File: src/rtl/regfile_pkg.sv
// Shared register-file widths and the pending-write entry type used by the writeback queue.
package regfile_pkg;

  localparam int ADDR_W   = 4;
  localparam int DATA_W   = 32;
  localparam int NUM_REGS = 16;

  typedef struct packed {
    logic [ADDR_W-1:0] addr;
    logic [DATA_W-1:0] data;
  } wb_entry_t;

endpackage

File: src/rtl/wb_youngest_match.sv
// Scans occupied queue entries for a read address; reports a hit and, with WB_FORWARD_EN,
// the data of the youngest matching entry (zero when no hit).
module wb_youngest_match #(
  parameter int DEPTH  = 4,
  parameter int ADDR_W = 4
`ifdef WB_FORWARD_EN
  , parameter int DATA_W = 32
`endif
) (
  input  logic [ADDR_W-1:0]         addr_i [DEPTH],
`ifdef WB_FORWARD_EN
  input  logic [DATA_W-1:0]         data_i [DEPTH],
  output logic [DATA_W-1:0]         data_o,
`endif
  input  logic [DEPTH-1:0]          valid_i,
  input  logic [$clog2(DEPTH)-1:0]  head_i,
  input  logic [ADDR_W-1:0]         rd_addr_i,
  output logic                      hit_o
);

  localparam int PTR_W = $clog2(DEPTH);

  logic [PTR_W-1:0] idx;

  // Walk from oldest (head) to youngest so a later match overrides an earlier one.
  always_comb begin
    hit_o = 1'b0;
    idx   = '0;
`ifdef WB_FORWARD_EN
    data_o = '0;
`endif
    for (int i = 0; i < DEPTH; i++) begin
      idx = head_i + PTR_W'(i);
      if (valid_i[idx] && (addr_i[idx] == rd_addr_i)) begin
        hit_o = 1'b1;
`ifdef WB_FORWARD_EN
        data_o = data_i[idx];
`endif
      end
    end
  end

endmodule

File: src/rtl/writeback_queue.sv
// FIFO of pending register-file writes drained whenever the write port is free; flags reads
// that target a queued address. Define WB_FORWARD_EN to add youngest-match data forwarding.
module writeback_queue #(
  parameter int DEPTH  = 4,
  parameter int ADDR_W = regfile_pkg::ADDR_W,
  parameter int DATA_W = regfile_pkg::DATA_W
) (
  input  logic                     clk,
  input  logic                     rst_n,
  input  logic                     in_valid,
  output logic                     in_ready,
  input  logic [ADDR_W-1:0]        in_addr,
  input  logic [DATA_W-1:0]        in_data,
  input  logic                     rf_hold,
  output logic                     rf_we,
  output logic [ADDR_W-1:0]        rf_a3,
  output logic [DATA_W-1:0]        rf_wd3,
  input  logic [ADDR_W-1:0]        rd_a1,
  input  logic [ADDR_W-1:0]        rd_a2,
  output logic                     hit1,
  output logic                     hit2,
`ifdef WB_FORWARD_EN
  output logic [DATA_W-1:0]        fwd_data1,
  output logic [DATA_W-1:0]        fwd_data2,
`endif
  output logic [$clog2(DEPTH):0]   count
);

  localparam int PTR_W = $clog2(DEPTH);
  localparam int CNT_W = PTR_W + 1;

  typedef struct packed {
    logic [ADDR_W-1:0] addr;
    logic [DATA_W-1:0] data;
  } slot_t;

  slot_t            mem_q [DEPTH];
  logic [PTR_W-1:0] head_q, head_d;
  logic [PTR_W-1:0] tail_q, tail_d;
  logic [CNT_W-1:0] count_q, count_d;
  logic             push, pop, empty;
  logic [DEPTH-1:0] valid;
  logic [ADDR_W-1:0] addr_arr [DEPTH];
`ifdef WB_FORWARD_EN
  logic [DATA_W-1:0] data_arr [DEPTH];
`endif

  // Control outputs depend only on pointers/count, never on stored data.
  assign empty    = (count_q == '0);
  assign in_ready = (count_q != CNT_W'(DEPTH));
  assign push     = in_valid && in_ready;
  assign rf_we    = !empty && !rf_hold;
  assign pop      = rf_we;
  assign rf_a3    = empty ? '0 : mem_q[head_q].addr;
  assign rf_wd3   = empty ? '0 : mem_q[head_q].data;
  assign count    = count_q;

  always_comb begin
    head_d  = head_q;
    tail_d  = tail_q;
    count_d = count_q;
    if (push) tail_d = tail_q + 1'b1;
    if (pop)  head_d = head_q + 1'b1;
    case ({push, pop})
      2'b10:   count_d = count_q + 1'b1;
      2'b01:   count_d = count_q - 1'b1;
      default: count_d = count_q;
    endcase
  end

  // Slot k is occupied when its distance from head is below the occupancy.
  always_comb begin
    for (int k = 0; k < DEPTH; k++) begin
      valid[k]    = ({1'b0, PTR_W'(k) - head_q} < count_q);
      addr_arr[k] = mem_q[k].addr;
`ifdef WB_FORWARD_EN
      data_arr[k] = mem_q[k].data;
`endif
    end
  end

  always_ff @(posedge clk or negedge rst_n) begin
    if (!rst_n) begin
      head_q  <= '0;
      tail_q  <= '0;
      count_q <= '0;
    end else begin
      head_q  <= head_d;
      tail_q  <= tail_d;
      count_q <= count_d;
    end
  end

  always_ff @(posedge clk) begin
    if (push) begin
      mem_q[tail_q].addr <= in_addr;
      mem_q[tail_q].data <= in_data;
    end
  end

  wb_youngest_match #(
    .DEPTH  (DEPTH),
    .ADDR_W (ADDR_W)
`ifdef WB_FORWARD_EN
    , .DATA_W (DATA_W)
`endif
  ) u_match1 (
    .addr_i    (addr_arr),
`ifdef WB_FORWARD_EN
    .data_i    (data_arr),
    .data_o    (fwd_data1),
`endif
    .valid_i   (valid),
    .head_i    (head_q),
    .rd_addr_i (rd_a1),
    .hit_o     (hit1)
  );

  wb_youngest_match #(
    .DEPTH  (DEPTH),
    .ADDR_W (ADDR_W)
`ifdef WB_FORWARD_EN
    , .DATA_W (DATA_W)
`endif
  ) u_match2 (
    .addr_i    (addr_arr),
`ifdef WB_FORWARD_EN
    .data_i    (data_arr),
    .data_o    (fwd_data2),
`endif
    .valid_i   (valid),
    .head_i    (head_q),
    .rd_addr_i (rd_a2),
    .hit_o     (hit2)
  );

endmodule

File: config.mk
export PLATFORM = sky130hd
export DESIGN_NAME = writeback_queue
export DESIGN_NICKNAME = d
export VERILOG_FILES = /design/src/rtl/regfile_pkg.sv /design/src/rtl/wb_youngest_match.sv /design/src/rtl/writeback_queue.sv
export SDC_FILE = /design/constraint.sdc
export NUM_CORES = 1
export LEC_CHECK = 0
export ABC_AREA = 1
export CORE_ASPECT_RATIO = 0.75
export CORE_MARGIN = 5
export CORE_UTILIZATION = 32
export DETAILED_ROUTE_END_ITERATION = 6
export GPL_ROUTABILITY_DRIVEN = 0
export HOLD_SLACK_MARGIN = 0.02
export PLACE_DENSITY_LB_ADDON = 0.15
export REMOVE_ABC_BUFFERS = 1
export SETUP_SLACK_MARGIN = 0.4
export SLEW_MARGIN = 20
export SYNTH_ARGS = -nofsm -noshare
export SYNTH_HDL_FRONTEND = slang
export SYNTH_HIERARCHICAL = 1
export SYNTH_SLANG_ARGS = --single-unit
File: constraint.sdc
create_clock -name clk -period 3.4 [get_ports clk]
set_clock_uncertainty 0.05 [all_clocks]
set_input_delay 1.02 -clock clk [delete_from_list [all_inputs] [get_ports clk]]
set_output_delay 1.02 -clock clk [all_outputs]
set_load 0.005 [all_outputs]
==> After elaboration in Yosys (flattened, before gate mapping) <==
Memories as Yosys holds them, arrays and structs flattened.
Cells that the tools add are included.
{ "classes": {"eq_ne": 11, "addsub": 10, "n_reduce_logical": 14, "bitwise_logic": 4, "div_mod_pow": 0, "order_cmp": 12, "n_mul": 0, "muxes": 33, "n_shift": 0} }
{ "ops": {"columns": ["op", "count"], "rows": [
  ["$mux W4", 9],
  ["$bmux W4 S2", 4],
  ["$eq A4 B4 Y1", 8],
  ["$mux W32", 1],
  ["$mux W1", 14],
  ["$ge A3 B3 Y1 const B", 4],
  ["$lt A2 B3 Y1", 4],
  ["$lt A2 B3 Y1 const B", 4],
  ["$not A2 Y3", 4],
  ["$logic_and A1 B1 Y1", 10],
  ["$bmux W1 S2", 4],
  ["$pmux W3 S2", 1],
  ["$add A2 B1 Y2 const B", 2],
  ["$add A2 B2 Y2 const B", 2],
  ["$sub A1 B2 Y2 const A", 2],
  ["$sub A2 B2 Y2 const A", 2],
  ["$add A3 B1 Y3 const B", 1],
  ["$logic_not A3 Y1", 1],
  ["$ne A3 B3 Y1 const B", 1],
  ["$sub A3 B1 Y3 const B", 1],
  ["$eq A2 B1 Y1 const B", 1],
  ["$eq A2 B2 Y1 const B", 1],
  ["$logic_not A1 Y1", 2],
  ["$reduce_bool A2 Y1", 1]
]} }
{ "totals": {"out_inout_bits": 43, "romBits": 0, "ff_bits": 7, "mem_bits_rw": 144, "in_bits": 48, "memories": 1, "wordCells": 88, "latchBits": 0} }
{ "memory_table": {"columns": ["name", "depth", "width", "read_ports", "rd_clocked_by_memory_dff", "write_ports", "line", "rtl"], "rows": [
  ["mem_q", 4, 36, 5, 0, 1, "writeback_queue.sv:37", "slot_t mem_q [DEPTH];"]
]} }

==> Depth between registers and ports, before layout <==
{ "depth": {"ltp_word": 10, "depth_mapped": 19, "mapped_depth_nobuf": 17} }

==> Cells and area by module <==
Netlist, hierarchy kept.
{ "modules_own_cells": {"columns": ["module", "cells_each", "instances", "seq_area_each_um2", "area_each_um2"], "rows": [
  ["writeback_queue", 540, 1, 4499.3, 6266.0],
  ["wb_youngest_match", 210, 2, 0.0, 944.7]
]} }

==> Least setup slack after synthesis <==
No wires, ideal clock.
{ "synth_path": {"path_kind": "reg2out", "from": "register head_q[1]", "to": "output port hit1", "path_buffers": 1, "required_time_ns": 2.330, "arrival_time_ns": 2.165, "path_stages_with_launch": 18, "setup_slack_ns": 0.165, "path_cell_list": "dfrtp_1 > buf_4 > nand2_1 > nand2_1 > inv_1 > ha_1 > a21boi_1 > o21ai_1 > inv_1 > o21ai_1 > nand2_1 > nand2_1 > nand2_1 > nor2_1 > nand3b_1 > nand2_1 > inv_1 > nand2_1"} }
{ "synth_between": {"elab_cells_between_ends": 47, "cone_classes": "add/sub (7); order compare (4); eq/ne (4); mux (24); bitwise (4); reduce/logical (4)"} }
{ "synth_rtl": {"columns": ["item", "line", "rtl"], "rows": [
  ["start: declaration", "writeback_queue.sv:38", "logic [PTR_W-1:0] head_q, head_d;"],
  ["start signal: assignment", "writeback_queue.sv:84", "head_q <= '0;"],
  ["start signal: assignment", "writeback_queue.sv:88", "head_q <= head_d;"],
  ["$sub A2 B2 Y2 *", "writeback_queue.sv:74", "valid[k] = ({1'b0, PTR_W'(k) - head_q} < count_q);"],
  ["$lt A2 B3 Y1 *", "writeback_queue.sv:74", null],
  ["via valid[2]", "writeback_queue.sv:42", "logic [DEPTH-1:0] valid;"],
  ["$bmux W1 S2", "wb_youngest_match.sv:34", "if (valid_i[idx] && (addr_i[idx] == rd_addr_i)) begin"],
  ["$mux W1 (not written as such)", "wb_youngest_match.sv:34", null],
  ["$logic_and A1 B1 Y1", "wb_youngest_match.sv:34", null],
  ["$mux W1 (3 in series)", "wb_youngest_match.sv:34", null],
  ["$mux W1 *", "wb_youngest_match.sv:34", null],
  ["end: declaration", "writeback_queue.sv:20", "output logic hit1,"]
]} }
Mark *: on every way through the listed nets, which the timed path passes. The rest lies on a longest branch. The select of a mux whose other input is x is not followed.

==> Final worst setup path <==
{ "layout_path": {"from": "register head_q[0]", "to": "output port hit2"} }
{ "layout_between": {"elab_cells_between_ends": 47, "cone_classes": "add/sub (7); order compare (4); eq/ne (4); mux (24); bitwise (4); reduce/logical (4)"} }
{ "layout_rtl": {"columns": ["item", "line", "rtl"], "rows": [
  ["$sub A2 B2 Y2 *", "writeback_queue.sv:74", null],
  ["$lt A2 B3 Y1 *", "writeback_queue.sv:74", null],
  ["via valid[2]", "writeback_queue.sv:42", null],
  ["$bmux W1 S2", "wb_youngest_match.sv:34", null],
  ["$mux W1 (not written as such)", "wb_youngest_match.sv:34", null],
  ["$logic_and A1 B1 Y1", "wb_youngest_match.sv:34", null],
  ["$mux W1 (3 in series)", "wb_youngest_match.sv:34", null],
  ["$mux W1 *", "wb_youngest_match.sv:34", null],
  ["end: declaration", "writeback_queue.sv:21", "output logic hit2,"]
]} }
Marked as above.

==> results.sh <==
export IMPL_status="finished, violations left"
export IMPL_violations="negative setup slack"
export IMPL_mostFrequentLayoutCells="nand2_1 (365), nand3_1 (175), edfxtp_1 (144)"
export IMPL_cts_tree="built"
export IMPL_wl_mm=22.9
export IMPL_cp_start_kind="flip-flop"
export IMPL_setup_violations=21
export IMPL_hp_class="flip-flop to flip-flop"
export IMPL_num_io_pins=91
export IMPL_dieArea_um2=28800
export IMPL_syn_inst=960
export IMPL_die_w_um=194
export IMPL_fin_total_pwr_mw=10.6
export IMPL_dp_cells=1379
export IMPL_path_clk_slew_ns=0.06
export IMPL_yosys_register_bits=151
export IMPL_endpoint_kind="output port"
export IMPL_leakagePower_nw=4.77
export IMPL_syn2layout_area_growth_pct=31.1
export IMPL_critPathRequiredTime_ns=2.33
export IMPL_drv_cap=0
export IMPL_rsz0062_at_grt="yes"
export IMPL_arrival_ns=2.68
export IMPL_portBuffers=90
export IMPL_yosysUniqueCellTypes=30
export IMPL_antenna_found_initial=0
export IMPL_max_freq_mhz=267
export IMPL_clock_sinks=151
export IMPL_worstSkewPairLatency_ns=0.42
export IMPL_pre_cts_ws_ns=-0.347
export IMPL_grt_max_degree=55
export IMPL_cts_made_buffers=17
export IMPL_path_cells="inv_2 -> nand2_2 -> nand2_2 -> inv_2 -> ha_4 -> a21boi_2 -> o21ai_2 -> buf_4 -> buf_6 -> inv_4 -> o21ai_4 -> nand2_1 -> nand2_1 -> nand2_1 -> nor2_1 -> nand3b_1 -> nand2_1 -> inv_1 -> nand2_1 -> buf_2"
export IMPL_cts_htree_levels=4
export IMPL_drive_gt1_share_pct=20.4
export IMPL_vias=6793
export IMPL_grt_pass1_wl_mm=36.1
export IMPL_first_pass_iters=5
export IMPL_grt_pass1_vias=6288
export IMPL_crit_top_cell="nand2_1"
export IMPL_fillerInstances=2468
export IMPL_slew_viol_final=0
export IMPL_netlist_area_um2=8160
export IMPL_peakVddDrop_v=0.000407
export IMPL_max_stage_delay_ns=0.49
export IMPL_initial_core_util_pct=32.6
export IMPL_seq_area_frac_synth_pct=55.2
export IMPL_avgSynthCellArea_um2=8.50
export IMPL_ctsHoldBuffers=0
export IMPL_grtUsageTotal_pct=15.9
export IMPL_postRouteAntennaNets=0
export IMPL_power_density_nw_per_um2=991
export IMPL_synth_largest_area_cell="edfxtp_1"
export IMPL_max_slew_margin_pct=66.6
export IMPL_tightest_slew_ns=0.502
export IMPL_layout_commonest_cell="nand2_1"
export IMPL_drt_iter0_markers=358
export IMPL_routedWlPerCell_um=15.7
export IMPL_synth_area_leaders="edfxtp_1 (53%), nand2_1 (17%), nand3_1 (11%)"
export IMPL_synth_warnings=6
export IMPL_setup_slack_ns=-0.347
export IMPL_yosysTopAreaCellShare_pct=53.0
export IMPL_finalHoldViolCount=0
export IMPL_path_class="flip-flop to output port"
export IMPL_clk_path_buf_depth=2
export IMPL_utilization_pct=42.7
export IMPL_grt_ovfl_total=0
export IMPL_crit_path_max_fanout=3
export IMPL_antenna_cells=0
export IMPL_drc_errors=0
export IMPL_fp_dieH_um=148
export IMPL_via_per_inst=4.68
export IMPL_num_rows=50
export IMPL_critPathSlowestCell="dfrtp_4"
export IMPL_core_um2=25000
export IMPL_hpwlAfterDp_mm=14.3
export IMPL_stdcell_count=1452
export IMPL_period_needed_ns=3.75
export IMPL_fin_setup_tns_ns=-1.86
export IMPL_cts_root_buf="clkbuf_16"
export IMPL_period_share_pct=110
export IMPL_nets=1161
sequential cells by signal, indices dropped and copies added (netlist names):
register and cells:
mem_q 144, count 3, head_q 2, tail_q 2
worst paths after layout:
| kind | startpoint | endpoint | slack, ns | cells past startpoint |
|---|---|---|---|---|
| setup reg to reg | count[1] | count[2] | 1.38 | 11 |
| max in group asynchronous | rst_n | head_q[1] | 2.15 | 1 |
| hold / removal | tail_q[1] | tail_q[1] | 0.50 | 2 |
| min in group asynchronous | rst_n | tail_q[0] | 0.84 | 1 |
| hold reg to reg | tail_q[1] | tail_q[1] | 0.50 | 2 |
| setup / recovery | head_q[0] | hit2 | -0.35 | 20 |
through the flow:
| stage | hold slack, ns | cell area [um2] |
|---|---|---|
| floorplan | 0.442 | 7810 |
| global placement | 0.470 | 9600 |
| detailed placement | 0.478 | 9600 |
| CTS | 0.496 | 10600 |
| global route | 0.529 | 10700 |
| finish | 0.504 | 10700 |
kinds of logic (layout without fill, tap and decap cells):
family / Yosys count / after routing / synth area share, %
simple gates: 677 / 677 / 35.0
compound gates: 16 / 16 / 1.20
flops: 151 / 151 / 55.2
buf+inv: 105 / 259 / 6.92
xor+xnor: 1 / 1 / 0.107
fa+ha+maj: 10 / 10 / 1.63
Yosys cell counts (all sizes together):
library cell  number
dfrtp              7
or2                1
nand2            397
nor2              95
clkbuf             8
o211ai             2
nand3b             4
xnor2              1
nand4              1
o21ai             10
a21oi              2
ha                 9
edfxtp           144
fa                 1
buf               43
nand3            179
inv               54
a21boi             2
final cells by class:
cell class | instances | area [um2] | share of cell area, %
clock inverters | 11 | 134 | 1.25
repair buffers | 175 | 1750 | 16.3
clock buffers | 19 | 433 | 4.05
flip-flops and latches | 151 | 4510 | 42.2
inverters | 54 | 220 | 2.06
well taps | 338 | 423 | 3.96
multi-input cells | 704 | 3230 | 30.2
metal layers:
metal | GRT usage, % | routed length (um) | vias up
met5 | 0 | 0 | -
met4 | 2.60 | 92 | 0
met3 | 3.49 | 982 | 9
met2 | 24.5 | 9900 | 132
met1 | 23.6 | 11900 | 3210
li1 | - | - | 3442
critical path, delay by kind of cell, from the launching register on:
family          cells  cell delay, ns
simple gates        9            0.61
flops               1            0.49
fa+ha+maj           1            0.20
compound gates      3            0.44
buf+inv             7            0.51
power breakdown:
part / switching (mW) / internal [mW]
logic: 3.56 / 2.58
clock network: 0.700 / 1.13
registers: 0.158 / 2.46
total: 4.42 / 6.18
timing repair:
action                     in CTS  in global routing
pin swaps                      28                 29
buffers inserted               31                  6
setup endpoints to repair      39                 39
gates cloned                    6                  0
resized for setup             209                 18
Note: power is estimated with default switching activity, not from simulation.
